**src/rtl/uart_rx_ctrl.sv**
```systemverilog
// UART RX frame sequencer: start detect, per-bit edge counter, LSB-first data, optional parity, stop.
// Latency: byte, flags and one-cycle strobe registered N*P cycles after the start edge; no backpressure.
// Parity state and checker exist only when UART_RX_PARITY_EN is defined.
module uart_rx_ctrl #(
  parameter int DATA_W = 8
) (
  input  logic              CLK,
  input  logic              RST,
  input  logic              RX_IN,
  input  logic [5:0]        PRESCALE,
  input  logic              PAR_EN,
  input  logic              PAR_TYP,
  input  logic              sampled_bit,
  output logic              data_samp_en,
  output logic [5:0]        edge_cnt,
  output logic [DATA_W-1:0] P_DATA,
  output logic              data_valid,
  output logic              par_err,
  output logic              stp_err
);
  localparam int BW = $clog2(DATA_W + 1);

  typedef enum logic [2:0] {
    IDLE,
    START,
    DATA,
`ifdef UART_RX_PARITY_EN
    PARITY,
`endif
    STOP
  } state_t;

  state_t            state, state_n;
  logic [5:0]        edge_n, p_last, plast_n, p_dec;
  logic              en_n, dv_n, serr_n, at_last;
  logic [BW-1:0]     bit_cnt, bit_n;
  logic [DATA_W-1:0] shreg, sh_n, pdata_n;
`ifdef UART_RX_PARITY_EN
  logic              par_en_q, par_typ_q, paren_n, partyp_n, perr_n;
`endif

  always_comb begin
    case (PRESCALE)
      6'd16:   p_dec = 6'd15;
      6'd32:   p_dec = 6'd31;
      default: p_dec = 6'd7;
    endcase
  end

  assign at_last = (edge_cnt == p_last);

  always_comb begin
    state_n = state;
    edge_n  = at_last ? 6'd0 : edge_cnt + 6'd1;
    en_n    = 1'b1;
    bit_n   = bit_cnt;
    sh_n    = shreg;
    pdata_n = P_DATA;
    dv_n    = 1'b0;
    serr_n  = stp_err;
    plast_n = p_last;
`ifdef UART_RX_PARITY_EN
    paren_n  = par_en_q;
    partyp_n = par_typ_q;
    perr_n   = par_err;
`endif
    case (state)
      IDLE: begin
        edge_n = 6'd0;
        en_n   = 1'b0;
        if (!RX_IN) begin
          // The detection cycle is edge 0, so the counter enters START at 1.
          state_n = START;
          edge_n  = 6'd1;
          en_n    = 1'b1;
          serr_n  = 1'b0;
          plast_n = p_dec;
`ifdef UART_RX_PARITY_EN
          perr_n   = 1'b0;
          paren_n  = PAR_EN;
          partyp_n = PAR_TYP;
`endif
        end
      end
      START: begin
        if (at_last) begin
          if (!sampled_bit) begin
            state_n = DATA;
            bit_n   = '0;
          end else begin
            state_n = IDLE;
            en_n    = 1'b0;
          end
        end
      end
      DATA: begin
        if (at_last) begin
          sh_n  = {sampled_bit, shreg[DATA_W-1:1]};
          bit_n = bit_cnt + BW'(1);
          if (bit_cnt == BW'(DATA_W - 1)) begin
`ifdef UART_RX_PARITY_EN
            state_n = par_en_q ? PARITY : STOP;
`else
            state_n = STOP;
`endif
          end
        end
      end
`ifdef UART_RX_PARITY_EN
      PARITY: begin
        if (at_last) begin
          perr_n  = (sampled_bit != (^shreg ^ par_typ_q));
          state_n = STOP;
        end
      end
`endif
      STOP: begin
        if (at_last) begin
          serr_n  = ~sampled_bit;
          state_n = IDLE;
          en_n    = 1'b0;
          if (!par_err && sampled_bit) begin
            pdata_n = shreg;
            dv_n    = 1'b1;
          end
        end
      end
      default: begin
        state_n = IDLE;
        edge_n  = 6'd0;
        en_n    = 1'b0;
      end
    endcase
  end

  always_ff @(posedge CLK or negedge RST) begin
    if (!RST) begin
      state        <= IDLE;
      edge_cnt     <= 6'd0;
      data_samp_en <= 1'b0;
      bit_cnt      <= '0;
      shreg        <= '0;
      P_DATA       <= '0;
      data_valid   <= 1'b0;
      stp_err      <= 1'b0;
      p_last       <= 6'd7;
    end else begin
      state        <= state_n;
      edge_cnt     <= edge_n;
      data_samp_en <= en_n;
      bit_cnt      <= bit_n;
      shreg        <= sh_n;
      P_DATA       <= pdata_n;
      data_valid   <= dv_n;
      stp_err      <= serr_n;
      p_last       <= plast_n;
    end
  end

`ifdef UART_RX_PARITY_EN
  always_ff @(posedge CLK or negedge RST) begin
    if (!RST) begin
      par_en_q  <= 1'b0;
      par_typ_q <= 1'b0;
      par_err   <= 1'b0;
    end else begin
      par_en_q  <= paren_n;
      par_typ_q <= partyp_n;
      par_err   <= perr_n;
    end
  end
`else
  logic unused_par;
  assign unused_par = PAR_EN ^ PAR_TYP;
  assign par_err    = 1'b0;
`endif

endmodule

```
**config.mk**
```make
export PLATFORM = sky130hd
export DESIGN_NAME = uart_rx_ctrl
export DESIGN_NICKNAME = d
export VERILOG_FILES = /design/src/rtl/uart_rx_ctrl.sv
export SDC_FILE = /design/constraint.sdc
export NUM_CORES = 1
export LEC_CHECK = 0
export CAP_MARGIN = 15
export CORE_MARGIN = 5
export CORE_UTILIZATION = 35
export CTS_BUF_LIST = sky130_fd_sc_hd__clkbuf_4 sky130_fd_sc_hd__clkbuf_8
export DETAILED_ROUTE_END_ITERATION = 16
export PLACE_DENSITY = 0.64
export SYNTH_ARGS = -nofsm -noshare
export SYNTH_HDL_FRONTEND = slang
export SYNTH_SLANG_ARGS = --single-unit
```
**constraint.sdc**
```tcl
create_clock -name CLK -period 5.6 [get_ports CLK]
set_input_delay 1.12 -clock CLK [delete_from_list [all_inputs] [get_ports CLK]]
set_output_delay 1.12 -clock CLK [all_outputs]
set_load 0.01 [all_outputs]
```
Word level (Yosys, flattened, before mapping)

Index checks and enable logic that the tools add are counted.

Eq/ne operators: 13
Add/sub/neg operators: 2
Reductions and logical operators: 10
Bitwise gates (word level): 2
Multiplexer cells: 26

Operators by type and width:

| operator              | count |
|---|---|
| $mux W3               | 5 |
| $mux W4               | 3 |
| $ne A2 B2 Y1 const B  | 6 |
| $pmux W3 S4           | 1 |
| $pmux W6 S2           | 1 |
| $mux W1               | 10 |
| $pmux W5 S2           | 1 |
| $pmux W4 S2           | 1 |
| $add A6 B1 Y6 const B | 1 |
| $eq A3 B2 Y1 const B  | 2 |
| $eq A6 B5 Y1 const B  | 1 |
| $eq A6 B6 Y1          | 1 |
| $eq A6 B6 Y1 const B  | 1 |
| $mux W6               | 1 |
| $reduce_and A3 Y1     | 2 |
| $reduce_and A5 Y1     | 1 |
| $add A4 B1 Y4 const B | 1 |
| $eq A4 B3 Y1 const B  | 1 |
| $pmux W1 S4           | 1 |
| $reduce_and A2 Y1     | 2 |
| $reduce_and A4 Y1     | 1 |
| $reduce_bool A2 Y1    | 2 |
| $eq A3 B1 Y1 const B  | 1 |
| $logic_not A3 Y1      | 1 |
| other kinds (4)       | 5 |

Bits in registers: 38

Logic depth before layout (Yosys ltp)

Gate-level depths: netlist of run 1.

Depth after elaboration: 4
Gate-level depth with buffers: 6
Mapped depth without buffers: 5

Least setup slack after synthesis of run 1

No wires, ideal clock.

Kind: input to register
Start: input port sampled_bit
End: register bit_cnt[3]
Stages on the path: 3
Arrival time: 1904 ps
Required time: 5478 ps
Path slack: 3575 ps
Cell sequence: or4_1 > a21oi_1 > nor3b_1

Cells in the longest elaborated chain, start to end: 2

Ends and longest elaborated chain:

| item                        | RTL line | text |
|---|---|---|
| start: declaration          | 13       | `input logic sampled_bit,` |
| $ne A2 B2 Y1 (no line)      | n/a      |  |
| $reduce_and A4 Y1 (no line) | n/a      |  |
| end signal: assignment      | 151      | `bit_cnt <= bit_n;` |
| end: declaration            | 36       | `logic [BW-1:0] bit_cnt, bit_n;` |

Every way passes these cells.
A chain may end at the register's enable or synchronous reset.

Worst setup path in the final report of run 1

Start: register edge_cnt[5]
End: output port edge_cnt[5]

RTL lines:

| item                     | RTL line | text |
|---|---|---|
| start: declaration       | 15       | `output logic [5:0] edge_cnt,` |
| start signal: assignment | 149      | `edge_cnt <= edge_n;` |

No word-level cell between the ends.

==> results of run 1 <==
## per-layer routing
metal	up-vias	track usage [%]	share of wire (%)	wire length, um
met1	496	12.4	43	1180
met3	7	3.83	5.5	151
met5	-	0	0	0
met2	24	17.8	49	1360
met4	0	6.60	2.3	63
li1	481	-	-	-
## cell usage after synthesis, types with 3 or more instances
| library cell | number |
|---|---|
| clkbuf_1 | 3 |
| a21oi_1 | 6 |
| nor3_1 | 5 |
| nand2_1 | 5 |
| or4_1 | 3 |
| nor2_1 | 9 |
| mux2_2 | 8 |
| mux2_4 | 8 |
| xor2_1 | 4 |
| xnor2_1 | 3 |
| dfrtp_1 | 33 |
## per-stage QoR
step | instances | hold WS [ps] | instance area [um2] | util (%) | power, mW
final | 198 | 504 | 1870 | 45.8 | 0.691
after global placement | 190 | 487 | 1780 | 43.7 | 0.518
after global routing | 198 | 532 | 1870 | 45.8 | 0.737
after detailed placement | 190 | 497 | 1780 | 43.7 | 0.527
after floorplan | 119 | 463 | 1500 | - | 0.439
after CTS | 198 | 510 | 1870 | 45.8 | 0.704
## flip-flops by register name, summed over array words and instances, names as in the netlist
signal and flops:
P_DATA 8, shreg 8, edge_cnt 6, bit_cnt 4
p_last 2, state 2, data_samp_en 1, data_valid 1
stp_err 1
## placed cells by master, fill, tap and decap left out, types with 3 or more instances in the layout
master            n
nor2_1            9
or4_1             3
dfrtp_1          33
nand2_1           5
clkdlybuf4s50_1  26
mux2_4            8
xor2_1            4
mux2_2            8
clkbuf_8          5
nor3_1            5
a21oi_1           6
xnor2_1           3
## cell families after synthesis
logic type | synth area share, %
xor+xnor | 4.09
mux | 14.7
buf+inv | 3.43
flops | 55.1
other cells | 0.250
compound gates | 6.85
simple gates | 13.9
fa+ha+maj | 1.67
## final cells by class
type                       instances  area share, %
sequential                        33           44.1
multi-input combinational         78           33.2
timing repair buffer              27           14.3
clock buffer                       5           3.68
tap                               50           3.34
clock inverter                     3          0.936
inverter                           2          0.401
## power groups by stage
stage / combinational, mW / sequential [mW] / clock (mW)
5_1_grt: 0.214 / 0.335 / 0.189
3_3_place_gp: 0.189 / 0.329 / 0
6_report: 0.193 / 0.327 / 0.171
3_5_place_dp: 0.196 / 0.331 / 0
2_1_floorplan: 0.115 / 0.324 / 0
4_1_cts: 0.197 / 0.327 / 0.180
## path summary, 6_finish.rpt
path                        startpoint          end  slack [ps]  cells past startpoint
max reg2reg                edge_cnt[0]    P_DATA[1]        3470                      5
max                        edge_cnt[5]  edge_cnt[5]        3130                      1
min                          p_last[3]    p_last[3]         500                      2
min in group asynchronous          RST     shreg[3]        1230                      2
max in group asynchronous          RST    p_last[3]        4080                      2
min reg2reg                  p_last[3]    p_last[3]         500                      2
==> results.toml, run 1 <==
[outcome]
status = "finished clean"

[sta]
setup_viol = 0
slew_headroom_pct = 53.6
skew_ps = 7.02
worstMarginPinSlew_ps = 686
finalHoldViolations = 0
worst_slack_ps = 3130
rsz0062_at_grt = "false"
tns_ps = 0
max_freq_mhz = 405
fin_crit_ps = 2470
fin_crit_sh_pct = 44.1
slew_violations = 0

[floorplanning]
die_area_um2 = 5690
ioPinCount = 30
coreArea_um2 = 4090
core.rowCount = 23
die_h_um = 75.4
start_util_pct = 36.7
chipWidth_um = 75.4

[clock_network]
clk_latency_ps = 290
cts_tree = "yes"
hold_buffers = 0
clkSinkCount = 33
htreeDepth = 2
clock_path_buffers = 2
cts_buffers = 5
ctsResizeCount = 0
cts_setup_buffers = 0
path_clk_slew_ps = 60
cts-root-buf = "clkbuf_8"

[power]
power.leakage_nw = 0.836
pwr-share-seq_pct = 47.4
intPower_mw = 0.466
p_per_area_nw_per_um2 = 370
switchingPower_mw = 0.225
p_sw_share_pct = 32.6
p_clk_share_pct = 24.8
power_frac_comb_pct = 27.9
max-vdd-ir-drop_uv = 163

[global_routing]
grt_max_degree = 34
grt_pass1_wl_mm = 4.62
antenna_found_initial = 0
grt.total_usage_pct = 11.0
grt_pass1_vias = 1053
globalRoute.totalOverflow = 0

[drt]
ant_nets = 0
initialDrtViolationCount = 34
drc_errors = 0
detail_route.wl_per_cell_um = 13.9
totalWireLength_mm = 2.75
vias = 1008
viasPerCell = 5.09
dr.pass1.iters = 4

[logic_synthesis]
synth_edf_count = 0
yosysTopAreaCellShare_pct = 55.1
synth-warning-count = 0
synth_area_leaders = "dfrtp_1, mux2_4, mux2_2"
yosys_most_used_dff = "dfrtp_1"
yosys_register_bits = 33
yosysTopAreaCell = "dfrtp_1"
syn_nets = 133
async_flop_share_pct = 100
synthDistinctLibCells = 36
syn_area_per_cell_um2 = 12.6
synth_area_um2 = 1500
synth_cells = 119
yosysSeqAreaShare_pct = 55.1

[finish]
layout.nets = 161
num_antenna_cells = 0
fillers = 392
register_area_um2 = 826
multi_input_area_um2 = 621
drive_gt1_share_pct = 18.2
syn_to_final_growth_pct = 24.9

[worst_setup_path]
worstPathRequired_ps = 4480
cp_top_family = "buffers and inverters"
critical_path.max_stage_delay_ps = 590
worst_path_max_delay_cell = "clkdlybuf4s50_1"
start_kind = "flip-flop"
cp_max_fo = 6
cp_data_arrival_time_ps = 1350
critPathBufInv = 1
worstPathCellList = "clkdlybuf4s50_1"
crit_type = "flip-flop to output pin"
cp-end-kind = "output pin"

[worst_hold_path]
hp-class = "flip-flop to flip-flop"

[run]
drv_cap = 0

[place]
dp_hpwl_mm = 2.01
place_ws_ps = 2980
portBuffers = 26
globalplace.congestion = 0.798
Note: power is estimated with default switching activity, not from simulation.
==> inputs of run 2 (changes only) <==
--- a/config.mk
+++ b/config.mk
@@ -10,7 +10,7 @@
 export CORE_UTILIZATION = 35
 export CTS_BUF_LIST = sky130_fd_sc_hd__clkbuf_4 sky130_fd_sc_hd__clkbuf_8
 export DETAILED_ROUTE_END_ITERATION = 16
-export PLACE_DENSITY = 0.64
+export PLACE_DENSITY = 0.66
 export SYNTH_ARGS = -nofsm -noshare
 export SYNTH_HDL_FRONTEND = slang
 export SYNTH_SLANG_ARGS = --single-unit
==> constraint.sdc (replaced) <==
create_clock -name CLK -period 2.15 [get_ports CLK]
set_input_delay 0.43 -clock CLK [delete_from_list [all_inputs] [get_ports CLK]]
set_output_delay 0.43 -clock CLK [all_outputs]
set_load 0.01 [all_outputs]
==> results.toml, run 2 (synthesized netlist as in run 1, its figures left out) <==
[place]
portBuffers = 26
dp_hpwl_mm = 2.03
dpl_cell_area_um2 = 1810
place_ws_ps = 233
globalplace.congestion = 0.830

[worst_setup_path]
start_kind = "flip-flop"
cp_max_fo = 11
worst_path_max_delay_cell = "or4_1"
reg2reg_to = "shreg[0]"
r2r_slack_ps = 230
cp-end-kind = "flip-flop"
rr_worst_depth = 4
worstPathCellList = "ha_1 -> nand4b_1 -> or4_1 -> mux2_2"
cp_top_family = "simple AND/OR/NAND/NOR gates"
critPathBufInv = 0
crit_type = "flip-flop to flip-flop"
worstPathRequired_ps = 2310
cp_data_arrival_time_ps = 2090
critical_path.max_stage_delay_ps = 670
timing.rr.start = "edge_cnt[0]"

[clock_network]
clock_path_buffers = 2
cts_tree = "yes"
hold_buffers = 0
clkSinkCount = 33
path_clk_slew_ps = 70
cts_buffers = 5
cts-root-buf = "clkbuf_8"
ctsResizeCount = 0
cts_setup_buffers = 0
clk_latency_ps = 280
htreeDepth = 2

[global_routing]
grt.total_usage_pct = 11.2
globalRoute.totalOverflow = 0
grt_pass1_wl_mm = 4.76
grt_max_degree = 34
grt_pass1_vias = 1078
antenna_found_initial = 0

[sta]
slew_violations = 0
tns_ps = 0
rsz0062_at_grt = "false"
worst_slack_ps = 227
finalHoldViolations = 0
max_freq_mhz = 520
setup_viol = 0
hold_slack_ps = 497
skew_ps = 4.28
fin_crit_sh_pct = 89.5
fin_crit_ps = 1920

[worst_hold_path]
whs_path_depth = 2
hp-class = "flip-flop to flip-flop"
min_to = "p_last[4]"
holdCritStartpoint = "p_last[4]"

[finish]
layout.nets = 164
fillers = 381
syn_to_final_growth_pct = 26.4
drive_gt1_share_pct = 19.9
num_antenna_cells = 0
largest_registers = "P_DATA x8, shreg x8, edge_cnt x6"
layout_commonest_cell = "dfrtp_1"
design_area_um2 = 1890
final_cell_mix = "dfrtp_1, clkdlybuf4s50_1, nor2_1, mux2_4, mux2_2"

[power]
intPower_mw = 1.25
p_sw_share_pct = 32.1
power_mw = 1.84
pwr-share-seq_pct = 45.0
power.leakage_nw = 0.857
switchingPower_mw = 0.589
p_clk_share_pct = 24.8
p_per_area_nw_per_um2 = 970
max-vdd-ir-drop_uv = 533
power_frac_comb_pct = 30.2

[floorplanning]
die_h_um = 75.4
coreArea_um2 = 4090
core.rowCount = 23
ioPinCount = 30
chipWidth_um = 75.4
start_util_pct = 36.7
die_area_um2 = 5690

[drt]
viasPerCell = 5.06
detail_route.wl_per_cell_um = 14.1
vias = 1018
initialDrtViolationCount = 31
dr.pass1.iters = 4
drc_errors = 0
ant_nets = 0
totalWireLength_mm = 2.84

[outcome]
status = "finished clean"

[run]
drv_cap = 0
run 2: cell types whose count changed in the layout (fill, tap and decap cells not counted):
cell / delta
clkinvlp_4: -1
clkbuf_4: +1
buf_4: +3
run 2: metal layers:
layer | up-vias | wire [um] | track usage (%)
li1 | 490 | - | -
met1 | 493 | 1290 | 13.9
met2 | 30 | 1310 | 17.7
met3 | 5 | 196 | 4.09
met4 | 0 | 40 | 4.66
met5 | - | 0 | 0
run 2: final cells by class:
cell class,instances,area [um2],area share (%)
clock buffer,6,76.3,4.03
clock inverter,2,10.0,0.529
inverter,2,7.51,0.397
multi-input combinational,78,621,32.8
sequential,33,826,43.6
tap,50,62.6,3.30
timing repair buffer,30,290,15.3
run 2: per-stage QoR:
stage               utilization, %  instances
floorplan                        -        119
CTS                           46.3        201
finish                        46.3        201
detailed placement            44.2        193
global route                  46.3        201
global placement              44.2        193
run 2: worst max path at each step:
stage                      from         to  slack (ps)  cells after the start
detailed placement  edge_cnt[0]   shreg[0]         230                      4
global placement    edge_cnt[0]   shreg[0]         250                      4
global route        edge_cnt[0]   shreg[0]         120                      4
floorplan           edge_cnt[0]  P_DATA[0]         230                      6
finish              edge_cnt[0]   shreg[0]         230                      4
CTS                 edge_cnt[0]   shreg[0]         210                      4
run 2: power by group through the flow:
stage | Combinational [mW] | Clock [mW] | Sequential, mW
2_1_floorplan | 0.300 | 0 | 0.843
3_3_place_gp | 0.541 | 0 | 0.831
3_5_place_dp | 0.561 | 0 | 0.837
4_1_cts | 0.562 | 0.472 | 0.829
5_1_grt | 0.615 | 0.489 | 0.847
6_report | 0.554 | 0.456 | 0.827
run 2: worst min-delay path, stage by stage, from the launching register on:
cell,delay [ps]
dfrtp_1,360
nand2_1,60
o41ai_1,50
==> inputs of run 3 (changes only) <==
--- a/config.mk
+++ b/config.mk
@@ -11,6 +11,7 @@
 export CTS_BUF_LIST = sky130_fd_sc_hd__clkbuf_4 sky130_fd_sc_hd__clkbuf_8
 export DETAILED_ROUTE_END_ITERATION = 16
 export PLACE_DENSITY = 0.66
+export SLEW_MARGIN = 20
 export SYNTH_ARGS = -nofsm -noshare
 export SYNTH_HDL_FRONTEND = slang
 export SYNTH_SLANG_ARGS = --single-unit
==> results of run 3 <==
Final layout, timing and power as in run 2 (identical DEF).
